`config.mk`:
```
export PLATFORM = sky130hd
export DESIGN_NAME = dz_matrix_scan_flat
export DESIGN_NICKNAME = d
export VERILOG_FILES = /design/src/rtl/dz_matrix_scan_if.sv /design/src/rtl/dz_matrix_scan.sv /design/src/flat_wrapper.sv
export SDC_FILE = /design/constraint.sdc
export NUM_CORES = 1
export LEC_CHECK = 0
export CAP_MARGIN = 20
export CORE_ASPECT_RATIO = 1.2
export CORE_MARGIN = 3
export CORE_UTILIZATION = 35
export DETAILED_ROUTE_END_ITERATION = 8
export DONT_BUFFER_PORTS = 1
export PLACE_DENSITY = 0.49
export SETUP_SLACK_MARGIN = 0.1
export SYNTH_ARGS = -nofsm -noshare
export SYNTH_HDL_FRONTEND = slang
export SYNTH_SLANG_ARGS = --single-unit
```
`constraint.sdc`:
```
create_clock -name clk -period 7.6 [get_ports clk]
set_input_delay 0.76 -clock clk [delete_from_list [all_inputs] [get_ports clk]]
set_output_delay 0.76 -clock clk [all_outputs]
set_load 0.02 [all_outputs]
```
`src/rtl/dz_matrix_scan_if.sv`:
```
// Digit/colour request and matrix pin bundle for the dot-matrix scan controller.
interface dz_matrix_scan_if;
  logic [3:0] num;
  logic [1:0] color;
  logic       auto_color;
  logic       blink;
  logic [7:0] row;
  logic [7:0] colr;
  logic [7:0] colg;
  logic       frame_done;

  modport master (
    output num, color, auto_color, blink,
    input  row, colr, colg, frame_done
  );

  modport slave (
    input  num, color, auto_color, blink,
    output row, colr, colg, frame_done
  );
endinterface

```
`src/rtl/dz_matrix_scan.sv`:
```
// 8x8 bicolour digit scan controller with frame-latched inputs and auto colour cycling.
// Optional blink logic is built only when DZ_BLINK_EN is defined.
module dz_matrix_scan #(
  parameter int unsigned SCAN_DIV       = 1000,
  parameter bit          ROW_ACTIVE_LOW = 1'b1,
  parameter int unsigned CYCLE_FRAMES   = 64,
  parameter int unsigned BLINK_FRAMES   = 32
) (
  input  logic            clk,
  input  logic            rst,
  dz_matrix_scan_if.slave bus
);

  localparam int unsigned DW = $clog2(SCAN_DIV);
  localparam int unsigned CW = (CYCLE_FRAMES > 1) ? $clog2(CYCLE_FRAMES) : 1;
  localparam logic [7:0]  RowIdle = ROW_ACTIVE_LOW ? 8'hFF : 8'h00;

  typedef enum logic [1:0] {PhRed = 2'b01, PhGreen = 2'b10, PhYellow = 2'b11} phase_e;

  function automatic logic [7:0] font_row(input logic [3:0] n, input logic [2:0] r);
    logic [63:0] g;
    case (n)
      4'd0:    g = 64'h003C_6666_6666_3C00;
      4'd1:    g = 64'h0018_3818_1818_3C00;
      4'd2:    g = 64'h003C_6606_1C30_7E00;
      4'd3:    g = 64'h003C_660C_0666_3C00;
      4'd4:    g = 64'h000C_1C2C_4C7E_0C0C;
      4'd5:    g = 64'h007E_607C_0606_663C;
      4'd6:    g = 64'h003C_607C_6666_3C00;
      4'd7:    g = 64'h007E_060C_1818_1800;
      4'd8:    g = 64'h003C_663C_6666_3C00;
      4'd9:    g = 64'h003C_6666_3E06_3C00;
      default: g = 64'h0;
    endcase
    // Row 0 lives in the top byte.
    return g[{~r, 3'b000} +: 8];
  endfunction

  logic [DW-1:0] div_q, div_d;
  logic [2:0]    row_idx_q, row_idx_d;
  logic [3:0]    num_q, num_d;
  logic [1:0]    color_q, color_d;
  logic          auto_q, auto_d;
  phase_e        phase_q, phase_d;
  logic [CW-1:0] cyc_cnt_q, cyc_cnt_d;
  logic [7:0]    row_q, row_d, colr_q, colr_d, colg_q, colg_d;
  logic          frame_done_q, frame_done_d;
  logic          tick, wrap, visible_d;
  logic [1:0]    eff_color;
  logic [7:0]    glyph;

  assign tick = (div_q == DW'(SCAN_DIV - 1));
  assign wrap = tick && (row_idx_q == 3'd7);

  always_ff @(posedge clk or negedge rst) begin
    if (!rst) begin
      div_q        <= '0;
      row_idx_q    <= 3'd7;
      num_q        <= 4'd15;
      color_q      <= 2'b00;
      auto_q       <= 1'b0;
      phase_q      <= PhRed;
      cyc_cnt_q    <= '0;
      row_q        <= RowIdle;
      colr_q       <= 8'h00;
      colg_q       <= 8'h00;
      frame_done_q <= 1'b0;
    end else begin
      div_q        <= div_d;
      row_idx_q    <= row_idx_d;
      num_q        <= num_d;
      color_q      <= color_d;
      auto_q       <= auto_d;
      phase_q      <= phase_d;
      cyc_cnt_q    <= cyc_cnt_d;
      row_q        <= row_d;
      colr_q       <= colr_d;
      colg_q       <= colg_d;
      frame_done_q <= frame_done_d;
    end
  end

  // Next-state: divider, row index, frame-boundary shadows and colour phase.
  always_comb begin
    div_d     = tick ? '0 : div_q + 1'b1;
    row_idx_d = tick ? row_idx_q + 3'd1 : row_idx_q;
    num_d     = wrap ? bus.num        : num_q;
    color_d   = wrap ? bus.color      : color_q;
    auto_d    = wrap ? bus.auto_color : auto_q;
    phase_d   = phase_q;
    cyc_cnt_d = cyc_cnt_q;
    if (wrap) begin
      if (!bus.auto_color) begin
        phase_d   = PhRed;
        cyc_cnt_d = '0;
      end else if (auto_q) begin
        // Only frames that ran with auto colour latched count toward a step.
        if (cyc_cnt_q == CW'(CYCLE_FRAMES - 1)) begin
          cyc_cnt_d = '0;
          unique case (phase_q)
            PhRed:   phase_d = PhGreen;
            PhGreen: phase_d = PhYellow;
            default: phase_d = PhRed;
          endcase
        end else begin
          cyc_cnt_d = cyc_cnt_q + 1'b1;
        end
      end
    end
  end

`ifdef DZ_BLINK_EN
  localparam int unsigned BW = (BLINK_FRAMES > 1) ? $clog2(BLINK_FRAMES) : 1;

  logic          blink_q, blink_d, hidden_q, hidden_d;
  logic [BW-1:0] blink_cnt_q, blink_cnt_d;

  always_ff @(posedge clk or negedge rst) begin
    if (!rst) begin
      blink_q     <= 1'b0;
      hidden_q    <= 1'b0;
      blink_cnt_q <= '0;
    end else begin
      blink_q     <= blink_d;
      hidden_q    <= hidden_d;
      blink_cnt_q <= blink_cnt_d;
    end
  end

  always_comb begin
    blink_d     = wrap ? bus.blink : blink_q;
    hidden_d    = hidden_q;
    blink_cnt_d = blink_cnt_q;
    if (wrap) begin
      if (!bus.blink) begin
        hidden_d    = 1'b0;
        blink_cnt_d = '0;
      end else if (blink_q) begin
        if (blink_cnt_q == BW'(BLINK_FRAMES - 1)) begin
          blink_cnt_d = '0;
          hidden_d    = ~hidden_q;
        end else begin
          blink_cnt_d = blink_cnt_q + 1'b1;
        end
      end
    end
  end

  assign visible_d = ~hidden_d;
`else
  logic unused_blink;
  assign unused_blink = ^{bus.blink, BLINK_FRAMES[0]};
  assign visible_d    = 1'b1;
`endif

  // Outputs load the incoming row's values on the tick edge, using post-boundary state.
  always_comb begin
    glyph        = font_row(num_d, row_idx_d);
    eff_color    = auto_d ? phase_d : color_d;
    row_d        = row_q;
    colr_d       = colr_q;
    colg_d       = colg_q;
    frame_done_d = wrap;
    if (tick) begin
      row_d  = ROW_ACTIVE_LOW ? ~(8'd1 << row_idx_d) : (8'd1 << row_idx_d);
      colr_d = (eff_color[0] && visible_d) ? glyph : 8'h00;
      colg_d = (eff_color[1] && visible_d) ? glyph : 8'h00;
    end
  end

  assign bus.row        = row_q;
  assign bus.colr       = colr_q;
  assign bus.colg       = colg_q;
  assign bus.frame_done = frame_done_q;

endmodule

```
`src/flat_wrapper.sv`:
```
// flat-port wrapper written by rule: the top's interface ports become plain ports
module dz_matrix_scan_flat 
#(
  parameter int unsigned SCAN_DIV       = 1000,
  parameter bit          ROW_ACTIVE_LOW = 1'b1,
  parameter int unsigned CYCLE_FRAMES   = 64,
  parameter int unsigned BLINK_FRAMES   = 32
)
  (clk, rst, bus_num, bus_color, bus_auto_color, bus_blink, bus_row, bus_colr, bus_colg, bus_frame_done);
  dz_matrix_scan_if bus_i ();
  input  logic clk;
  input  logic rst;
  input wire logic [$bits(bus_i.num)-1:0] bus_num;
  input wire logic [$bits(bus_i.color)-1:0] bus_color;
  input wire logic [$bits(bus_i.auto_color)-1:0] bus_auto_color;
  input wire logic [$bits(bus_i.blink)-1:0] bus_blink;
  output wire logic [$bits(bus_i.row)-1:0] bus_row;
  output wire logic [$bits(bus_i.colr)-1:0] bus_colr;
  output wire logic [$bits(bus_i.colg)-1:0] bus_colg;
  output wire logic [$bits(bus_i.frame_done)-1:0] bus_frame_done;
  assign bus_i.num = bus_num;
  assign bus_i.color = bus_color;
  assign bus_i.auto_color = bus_auto_color;
  assign bus_i.blink = bus_blink;
  assign bus_row = bus_i.row;
  assign bus_colr = bus_i.colr;
  assign bus_colg = bus_i.colg;
  assign bus_frame_done = bus_i.frame_done;
  dz_matrix_scan #(.SCAN_DIV(SCAN_DIV), .ROW_ACTIVE_LOW(ROW_ACTIVE_LOW), .CYCLE_FRAMES(CYCLE_FRAMES), .BLINK_FRAMES(BLINK_FRAMES)) u_core (.clk(clk), .rst(rst), .bus(bus_i));
endmodule
```
* Word-level counts from Yosys, hierarchy flattened
Memories as Yosys holds them, arrays and structs flattened. Index checks and enable logic that the tools add are counted.
Word-level totals: bits in registers 53, bits in latches 0, RAM bits 0, bits in read-only memories 640, bits of input ports 10, output and inout bits 25, logic and storage cells 43, memories 1
Memory list:
- (no name shown) | words 16, width 40, rd ports 1, clocked after Yosys merged registers in 0, wr ports 0, line dz_matrix_scan.sv:22 | case (n)
Operators by class: $add $sub $neg 3, $mul 0, divide/modulo/power cells 0, order comparisons 0, equality and inequality tests 6, shift-type cells 2, multiplexer cells 16, bitwise gates (word level) 2, reductions and logical operators 2
Operators with widths (number):
- 64-bit by 7-bit indexed part select with 8-bit output | 1
- 6-bit two-way mux | 3
- 8-bit two-way mux | 2
- 2-bit two-way mux | 6
- 10-bit by 1-bit adder with 10-bit output (second input constant) | 1
- 10-bit equality test (second input constant) | 1
- 10-bit two-way mux | 1
- 8-bit inverter | 1
- 1-bit by 3-bit left shift with 8-bit output (first input constant) | 1
- 6-bit by 1-bit adder with 6-bit output (second input constant) | 1
- 6-bit equality test (second input constant) | 1
- 4-bit two-way mux | 1
- 2-bit one-hot mux with 2 select lines | 1
- 3-bit by 1-bit adder with 3-bit output (second input constant) | 1
- 3-bit equality test (second input constant) | 1
- 3-bit two-way mux | 1
- 3-bit inverter | 1
- 2-bit by 1-bit equality test with 1-bit output (second input constant) | 1
- 2-bit equality test (second input constant) | 1
- 2-bit by 1-bit != test with 1-bit output (second input constant) | 1
- 2-bit AND reduction | 1
- 1-bit logical AND | 1
- 1-bit two-way mux | 1

* Depth between registers and ports, before layout
Gate-level depths: netlist (run 1).
word-level depth 8, depth in mapped cells 13, mapped depth without buffers 13

* Worst setup path before layout (run 1)
No wires, ideal clock.
path kind reg-to-reg, from reg u_core.row_idx_q[0], to reg u_core.colg_q[5], in the netlist u_core.bus.colg[5], data arrival time 3470 ps, required time 7505 ps, setup slack 4035 ps, cell stages (with the launch flop) 13, buffers on the path 0, period minus slack after synthesis 3565 ps, path through dfstp_2 ha_1 ha_1 inv_2 nor4_4 mux2i_1 ha_1 inv_1 or4_1 a21oi_1 a211oi_1 and4_1 o31ai_1
On the way: cells in the longest elaborated chain, start to end 6, elaborated cells on any way between the ends 13
RTL lines:
- start: declaration | line dz_matrix_scan.sv:40 | logic [2:0] row_idx_q, row_idx_d;
- start signal: assignment | line dz_matrix_scan.sv:70 | row_idx_q <= row_idx_d;
- 3-bit equality test | line dz_matrix_scan.sv:53 | assign wrap = tick && (row_idx_q == 3'd7);
- 1-bit logical AND | line dz_matrix_scan.sv:53
- 4-bit two-way mux | line dz_matrix_scan.sv:87 | num_d = wrap ? bus.num : num_q;
- memory 16 x 40 bit
- 64-bit by 7-bit indexed part select with 8-bit output | line dz_matrix_scan.sv:36 | return g[{~r, 3'b000} +: 8];
- 8-bit two-way mux * | line dz_matrix_scan.sv:167 | colg_d = (eff_color[1] && visible_d) ? glyph : 8'h00;
- end signal: assignment | line dz_matrix_scan.sv:78 | colg_q <= colg_d;
- end: declaration | line dz_matrix_scan.sv:46 | logic [7:0] row_q, row_d, colr_q, colr_d, colg_q, colg_d;
Mark *: on every way between the ends. The rest lies on a longest branch, timed or not. A chain may end at the register's enable or synchronous reset.

* Final worst setup path (run 1)
from reg u_core.row_idx_q[1], to reg u_core.colr_q[3], in the netlist u_core.bus.colr[3]
On the way: cells in the longest elaborated chain, start to end 6, elaborated cells on any way between the ends 13
RTL lines:
- 3-bit equality test | line dz_matrix_scan.sv:53
- 1-bit logical AND | line dz_matrix_scan.sv:53
- 4-bit two-way mux | line dz_matrix_scan.sv:87
- memory 16 x 40 bit
- 64-bit by 7-bit indexed part select with 8-bit output | line dz_matrix_scan.sv:36
- 8-bit two-way mux * | line dz_matrix_scan.sv:166 | colr_d = (eff_color[0] && visible_d) ? glyph : 8'h00;
- end signal: assignment | line dz_matrix_scan.sv:77 | colr_q <= colr_d;
- end: declaration | line dz_matrix_scan.sv:46
Marked as above.

==> results, run 1 <==
- The worst register-to-register path ends at u_core.bus.colr[3]$_DFFE_PN0N_.
- The boundary pin count is 35.
- The cell taking the most area after synthesis is sky130_fd_sc_hd__dfrtp_1.
- The signal on the critical path passes through ha_1 -> ha_1 -> inv_2 -> nor4_4 -> buf_4 -> mux2i_1 -> ha_1 -> inv_1 -> nor3_1 -> o21ai_0 -> and2_1 -> o41ai_1 -> a22o_1.
- The first-pass iteration count of the detailed router is 5.
- At the worst endpoint, the required time is 7.86 ns.
- During placement, the flow inserted port buffers numbering 0.
- The setup check on the worst reg-to-reg path leaves a slack of 3.19 ns.
- The area enclosed by the die boundary is 0.0107 mm2.
- For this design, the slowest cell found on the critical path is sky130_fd_sc_hd__dfstp_2.
- The distinct cell type count after synthesis is 67.
- The combinational power share is 0.7%.
- The post-CTS repair timing setup buffer count is 0.
- The standby leakage power is 1.52 nW.
- The average routed wire per standard cell is 18.8 um.
- The number of synthesized register bits is 49.
- For this run, the top clock speed supported by timing is 0.227 GHz.
- The endpoint arrival time on the critical path is 4.67 ns.
- The number of gates resized after cts is 0.
- The number of enable flip-flop cells after synthesis is 0.
- The final weighted congestion of routability-driven global placement is 0.880.
- TritonCTS built the clock tree.
- After global routing the overflow that remains totals 0.
- The global router's overall resource usage is 18.6%.
- The mean number of vias per cell is 5.87.
- The number of cells traversed by the worst register-to-register path is 13.
- Entering global routing, the biggest net connects 50 pins.
- In this run the worst hold path is classified as primary input to asynchronous set/reset pin.
- The post-detailed-route count of antenna-violating nets is 0.
- The largest incremental delay on the critical path is 0.62 ns.
- Relative to the synthesized area, the layout overhead comes to 7.52%.
- The effective utilization at floorplan is 36.3%.
- The top layer reached by signal wires is met4.
- The total clock sinks is 49.
- In the routed design, unresolved DRC markers number 0.
- After synthesis, the cell types taking the most area are sky130_fd_sc_hd__dfrtp_1, sky130_fd_sc_hd__dfstp_2, sky130_fd_sc_hd__nand2_1.
- Buffers inserted to repair hold after CTS numbered 0.
- The final critical delay including setup and external delays is 4.41 ns.
- Summing every instance area after synthesis gives 0.00331 mm2.
- The startpoint class of the critical path is a flip-flop.
- The number of max-cap violations is 0.
- The violation count after the first detailed-route iteration is 215.
- The share of synthesized flip-flops with an asynchronous set or reset is 100%.
- The run finished with clean final reports.
- The fraction of power consumed by the clock network is 46.8%.
- The clock network latency to the later pin of the worst-skew pair is 0.32 ns.
- The core region is 0.00913 mm2.
- In the final layout, the share of cells above drive strength 1 is 12.1%.
- After routing, the total negative slack on setup checks comes to 0 ns.
- The number of max-slew violations in the final report was 0.
- The final HPWL from detailed placement is 6830 um.
- The met2 layer wire length in the routed design is 4530 um.
- By instance count, the leading cell after synthesis is sky130_fd_sc_hd__nand2_1.
- The die is 113 um tall.
- The routed layout has 2928 vias.
- The transition time at the pin with the least slew margin is 1.03 ns.
- The net switching power figure is 0.102 mW.
- The worst register-to-register path begins at u_core.row_idx_q[1]$_DFF_PN1_.
- In this run the deepest clock path goes through 2 buffers.
- The number of failing hold endpoints at the final stage is 0.
- On the critical path the largest part of the delay comes from compound AO/OA/AOI/OAI gates.
- The final critical path takes up 58.1% of the cycle.
- The path type of the worst setup path is flip-flop to flip-flop.
- The design internal power is 0.394 mW.
- The sequential fraction of design power is 52.5%.
- Detailed routing placed a total of 367 um of wire on met3.
- The cell count after synthesis is 380.
- The switching share of power is 20.6%.
- The length of routed wiring on met1 is 4170 um.
- The clock root buffer is sky130_fd_sc_hd__clkbuf_8.
- In this run the tightest slew margin relative to its limit is 31.6%.
- The total area of multi-input combinational cells is 0.00191 mm2.
- The count of H-tree levels built during CTS is 2.
- STA classifies the critical path endpoint as a flip-flop.
- The clock arrives with 0.0115 ns of skew.
- The number of nets in the layout is 400.
- The number of antenna violations at the first check in global routing is 0.
- The total of endpoints with negative setup slack in the final report is 0.
- The dominant synthesized flop cell is sky130_fd_sc_hd__dfrtp_1.
- The share of synthesized area in the top cell type comes to 24.9%.
- The cell repeated most along the worst path is sky130_fd_sc_hd__ha_1.
- The worst supply voltage drop on vdd is 0.0561 mV.
- Dividing total power by cell area gives a power density of 140 mW/mm2.
- The via count of the first global-routing pass is 2861.
- The first global-routing pass estimated 15600 um of wire.
- The floorplan has 38 rows.
- The routed wire length is 9400 um.
- The clock-pin slew of the registers on the worst-case setup and hold paths is 0.10 ns.
- Setup repair after global routing left no endpoint under its margin.
- The smallest hold slack is 0.115 ns.
- Counting both buffers and inverters, the worst setup path holds a total of 3.
- Fill cells in the final layout number 959.
- The die width is 94.8 um.
- For this run, the number of Yosys warnings is 0.
- The post-synthesis sequential area ratio is 37.6%.
- 0 antenna diodes ended up in the layout.
- Sorting the synthesized cells by how often they occur yields sky130_fd_sc_hd__nand2_1, sky130_fd_sc_hd__nor2_1, sky130_fd_sc_hd__dfrtp_1.
- The synthesized area divided by synthesized cell count is 8.71 um2.
- The clock buffer count from CTS is 5.
- Of all nets on the critical path, the largest fanout is 19.
- The area occupied by registers is 0.00125 mm2.
- At the end of the flow the core is filled with cells to 39.0%.
[layer usage]
layer / vias up / GRT usage (%)
met4: 0 / 6.64
met2: 82 / 30.5
li1: 1405 / -
met3: 25 / 2.95
met1: 1416 / 24.5
met5: - / 0
[state kept, by name, indices dropped and copies added, names as in the netlist]
name                   flops
u_core.bus.colg            6
u_core.cyc_cnt_q           6
u_core.bus.colr            6
u_core.num_q               4
u_core.phase_q             2
u_core.color_q             2
u_core.bus.frame_done      1
u_core.row_idx_q           3
u_core.div_q              10
u_core.bus.row             8
u_core.auto_q              1
[metrics by stage]
step | std cells | power, mW | setup slack, ns | cell area, um2
finish | 499 | 0.497 | 3.19 | 3560
global route | 499 | 0.513 | 2.91 | 3560
global placement | 491 | 0.269 | 3.33 | 3420
floorplan | 383 | 0.271 | 4.04 | 3320
CTS | 499 | 0.505 | 3.25 | 3560
detailed placement | 491 | 0.269 | 3.28 | 3420
[cells by family (layout without fill, tap and decap cells)]
logic type / after synthesis / after routing / synth area share, %
AND/OR/NAND/NOR: 150 / 150 / 22.6
AO/OA/AOI/OAI: 109 / 109 / 23.4
flip-flops: 49 / 49 / 37.6
buffers and inverters: 37 / 33 / 4.95
multiplexers: 16 / 16 / 5.18
adder cells (fa/ha/maj): 12 / 12 / 4.54
XOR/XNOR: 6 / 6 / 1.59
other: 1 / 4 / 0.113
[placed cells by master (no fill, tap or decap), drive strengths merged, types with 11 or more instances in the layout]
cell	Yosys	final
nand3	14	14
a31oi	11	11
ha	12	12
nand2	49	49
nor2	40	40
dfrtp	33	33
o21ai	22	22
dfstp	16	16
a21oi	15	15
inv	18	19
[layout make-up]
type / count / share of cell area (%)
tap: 120 / 4.22
timing repair buffer: 5 / 1.05
multi-input combinational: 297 / 53.7
clock inverter: 3 / 1.93
sequential: 49 / 35.0
clock buffer: 5 / 1.93
inverter: 20 / 2.14
[how the worst max path moves through the flow]
| stage | from | to | slack, ns | depth (start not counted) |
|---|---|---|---|---|
| final | u_core.row_idx_q[1]$_DFF_PN1_ | u_core.bus.colr[3]$_DFFE_PN0N_ | 3.19 | 13 |
| after global routing | u_core.row_idx_q[1]$_DFF_PN1_ | u_core.bus.colg[3]$_DFFE_PN0N_ | 2.91 | 13 |
| after CTS | u_core.row_idx_q[1]$_DFF_PN1_ | u_core.bus.colr[3]$_DFFE_PN0N_ | 3.25 | 13 |
| after detailed placement | u_core.row_idx_q[1]$_DFF_PN1_ | u_core.bus.colr[3]$_DFFE_PN0N_ | 3.28 | 13 |
| after global placement | u_core.row_idx_q[0]$_DFF_PN1_ | u_core.bus.colr[3]$_DFFE_PN0N_ | 3.33 | 13 |
| after floorplan | u_core.row_idx_q[0]$_DFF_PN1_ | u_core.bus.colg[5]$_DFFE_PN0N_ | 4.04 | 12 |
[power by group through the flow]
stage / Sequential (mW) / Clock, mW / Combinational (mW)
6_report: 0.261 / 0.232 / 0.00329
5_1_grt: 0.261 / 0.248 / 0.00360
4_1_cts: 0.261 / 0.241 / 0.00323
3_5_place_dp: 0.266 / 0 / 0.00322
3_3_place_gp: 0.266 / 0 / 0.00320
2_1_floorplan: 0.266 / 0 / 0.00523
(Power assumes the default switching activity.)
==> run 2, diff against run 1 <==
--- a/config.mk
+++ b/config.mk
@@ -11,7 +11,7 @@
 export CORE_UTILIZATION = 35
 export DETAILED_ROUTE_END_ITERATION = 8
 export DONT_BUFFER_PORTS = 1
-export PLACE_DENSITY = 0.49
+export PLACE_DENSITY = 0.51
 export SETUP_SLACK_MARGIN = 0.1
 export SYNTH_ARGS = -nofsm -noshare
 export SYNTH_HDL_FRONTEND = slang
==> constraint.sdc (replaced) <==
create_clock -name clk -period 4 [get_ports clk]
set_input_delay 0.4 -clock clk [delete_from_list [all_inputs] [get_ports clk]]
set_output_delay 0.4 -clock clk [all_outputs]
set_load 0.02 [all_outputs]
==> results, run 2 (synthesized netlist as in run 1, its figures left out) <==
- The antenna diode instance count is 0 (unchanged).
- The buffers plus inverters on the worst setup path came to 4 (was 3).
- The element type at the critical path end is a flip-flop (unchanged).
- The path type of the worst setup path is flip-flop to flip-flop (unchanged).
- The worst supply voltage drop on vdd came to 0.139 mV (was 0.0561 mV).
- The number of flip-flops under the largest register name is 10 (unchanged).
- The endpoint arrival time on the critical path is 3.89 ns (was 4.67 ns).
- The violation count after the first detailed-route iteration is 160 (was 215).
- The detailed-route via count came to 2962 (was 2928).
- The total of fill cells in the finished design is 990 (was 959).
- The vertical die dimension came to 113 um (unchanged).
- The cell repeated most along the worst path is sky130_fd_sc_hd__ha_1 (unchanged).
- The post-detailed-route count of antenna-violating nets is 0 (unchanged).
- The net switching power figure is 0.200 mW (was 0.102 mW).
- The standby leakage power is 1.57 nW (was 1.52 nW).
- The standard cell with the maximum stage delay on the critical path is sky130_fd_sc_hd__dfstp_2 (unchanged).
- The die width came to 94.8 um (unchanged).
- The data required time at the worst endpoint came to 4.27 ns (was 7.86 ns).
- The met2 demand-to-capacity share in global routing is 28.7% (was 30.5%).
- The start of the worst register-to-register path is u_core.row_idx_q[1]$_DFF_PN1_ (unchanged).
- Commonest non-fill, non-tap cells in the layout: sky130_fd_sc_hd__nand2_1, sky130_fd_sc_hd__nor2_1, sky130_fd_sc_hd__dfrtp_1 (unchanged).
- Outcome: finished clean (unchanged).
- The total clock sinks is 49 (unchanged).
- The first-pass iteration count of the detailed router was 5 (unchanged).
- The startpoint identified for the worst hold timing path is bus_auto_color.
- The area enclosed by the die boundary is 0.0107 mm2 (unchanged).
- The design internal power came to 0.624 mW (was 0.394 mW).
- The startpoint class of the critical path is a flip-flop (unchanged).
- The maximum buffer depth of the clock tree is 2 (unchanged).
- The launching element of the worst setup path is u_core.row_idx_q[1]$_DFF_PN1_ (unchanged).
- The sequential fraction of design power is 60.2% (was 52.5%).
- The number of max-cap violations is 0 (unchanged).
- The global routing met1 resource utilization is 24.6% (was 24.5%).
- The utilization of the core after routing is 39.8% (was 39.0%).
- The class of the tightest hold or removal check is primary input to flip-flop (was primary input to asynchronous set/reset pin).
- The mean number of vias per cell is 5.81 (was 5.87).
- The met3 usage is 3.49% (was 2.95%).
- The post-detailed-placement cell area is 0.00349 mm2 (was 0.00342 mm2).
- The synthesis-to-finish area growth is 9.71% (was 7.52%).
- The total power draw is 0.824 mW (was 0.497 mW).
- The count of H-tree levels built during CTS is 2 (unchanged).
- The final weighted congestion of routability-driven global placement came to 0.913 (was 0.880).
- The area occupied by registers came to 0.00125 mm2 (unchanged).
- The area of all placed cells without fillers is 0.00363 mm2 (was 0.00356 mm2).
- The clock-pin slew of the registers on the worst-case setup and hold paths was 0.10 ns (about the same).
- The total area of multi-input combinational cells was 0.00193 mm2 (was 0.00191 mm2).
- The number of failing hold endpoints at the final stage is 0 (unchanged).
- The routed wire length is 9440 um (was 9400 um).
- The top cell family by delay on the critical path is simple AND/OR/NAND/NOR gates (was compound AO/OA/AOI/OAI gates).
- The final setup TNS is 0 ns (unchanged).
- The register with the most flip-flops is u_core.div_q (unchanged).
- The largest fanout on the critical path is 7 (was 19).
- The count of buffers inserted at the top-level ports came to 0 (unchanged).
- The number of nets in the layout came to 411 (was 400).
- The busiest metal layer after global routing is met2 (unchanged).
- The final HPWL from detailed placement is 6950 um (was 6830 um).
- The first-pass GRT wire length is 15500 um (was 15600 um).
- The clock network latency to the later pin of the worst-skew pair is 0.32 ns (about the same).
- The fraction of layout instances using a drive strength above 1 was 14.9% (was 12.1%).
- The boundary pin count is 35 (unchanged).
- The pin count of the biggest net entering global routing is 50 (unchanged).
- The via count of the first global-routing pass is 2925 (was 2861).
- The worst clock skew is 0.0137 ns (was 0.0115 ns).
- The average routed wire per standard cell is 18.5 um (was 18.8 um).
- Unrepaired setup endpoints after global routing: no (unchanged).
- Critical Path, Cell by Cell: ha_1 -> ha_1 -> inv_2 -> nor4_4 -> buf_4 -> mux2i_2 -> ha_1 -> inv_1 -> nor3_1 -> o21ai_0 -> and2_1 -> o41ai_1 -> buf_4 -> a22o_1 (was ha_1 -> ha_1 -> inv_2 -> nor4_4 -> buf_4 -> mux2i_1 -> ha_1 -> inv_1 -> nor3_1 -> o21ai_0 -> and2_1 -> o41ai_1 -> a22o_1).
- The count of standard-cell rows is 38 (unchanged).
- The clock buffer count from CTS was 5 (unchanged).
- The total of endpoints with negative setup slack in the final report is 0 (unchanged).
- The largest incremental delay on the critical path is 0.60 ns (was 0.62 ns).
- The number of antenna violations at the first check in global routing is 0 (unchanged).
- The clock root buffer is sky130_fd_sc_hd__clkbuf_8 (unchanged).
- The share of the cycle needed by the critical path after routing is 90.5% (was 58.1%).
- The transition time at the pin with the least slew margin is 0.985 ns (was 1.03 ns).
- The global router's overall resource usage is 18.5% (was 18.6%).
- The area of the placeable core came to 0.00913 mm2 (unchanged).
- The combinational power share is 2.4% (was 0.7%).
- The CTS tree is yes (unchanged).
- The switching share of power is 24.3% (was 20.6%).
- The sum of overflow across all layers after global routing is 0 (unchanged).
- The highest clock frequency the design can meet is 0.276 GHz (was 0.227 GHz).
- The final critical delay including setup and external delays came to 3.62 ns (was 4.41 ns).
- The power per standard cell area is 227 mW/mm2 (was 140 mW/mm2).
- The fraction of power consumed by the clock network is 37.4% (was 46.8%).
- The number of max-slew violations in the final report is 0 (unchanged).
- The most frequent standard cell in the layout excluding fill and tap cells is sky130_fd_sc_hd__nand2_1 (unchanged).
- The max-slew headroom at the worst pin is 34.3% (was 31.6%).
- The effective utilization at floorplan is 36.3% (unchanged).
- The residual DRC count is 0 (unchanged).
## run 2: per-stage QoR
stage / setup WS [ns] / cells / hold WS [ns]
2_1_floorplan: 0.435 / 383 / 0.104
3_3_place_gp: 0.285 / 499 / 0.106
3_5_place_dp: 0.195 / 499 / 0.106
4_1_cts: 0.163 / 509 / 0.108
5_1_grt: 0.127 / 510 / 0.109
6_report: 0.381 / 510 / 0.113
## run 2: layout make-up
cell class / count / area share, %
Tap cell: 120 / 4.13
Sequential cell: 49 / 34.3
Timing Repair Buffer: 16 / 3.93
Clock inverter: 3 / 0.620
Clock buffer: 5 / 1.89
Multi-Input combinational cell: 297 / 53.0
Inverter: 20 / 2.10
## run 2: per-layer routing
| layer | vias up | part of all wire (%) |
|---|---|---|
| li1 | 1428 | - |
| met1 | 1445 | 46 |
| met2 | 71 | 46 |
| met3 | 18 | 4.6 |
| met4 | 0 | 3.2 |
| met5 | - | 0 |
## run 2: power by group through the flow
stage | clock (mW) | combinational [mW] | sequential (mW)
after floorplan | 0 | 0.00994 | 0.505
after global placement | 0 | 0.00622 | 0.505
after detailed placement | 0 | 0.00629 | 0.505
after CTS | 0.318 | 0.0209 | 0.496
after global routing | 0.339 | 0.0230 | 0.496
final | 0.308 | 0.0199 | 0.496
## run 2: path summary, 6_finish.rpt
path                                                  end  slack, ns  depth (start not counted)
max                        u_core.bus.colr[3]$_DFFE_PN0N_       0.38                         14
min                           u_core.phase_q[0]$_DFF_PN1_       0.11                          1
max reg2reg                u_core.bus.colr[3]$_DFFE_PN0N_       0.38                         14
min reg2reg                   u_core.color_q[0]$_DFF_PN0_       0.48                          2
max in group asynchronous       u_core.num_q[3]$_DFF_PN1_       3.12                          2
min in group asynchronous       u_core.div_q[8]$_DFF_PN0_       0.58                          2
## run 2: repair_timing
item                                    CTS  global route
resized for setup                         0             2
hold buffers                              2             0
endpoints found under the setup margin    0             2
setup buffers                             0             1
endpoints found under the hold margin    49             0
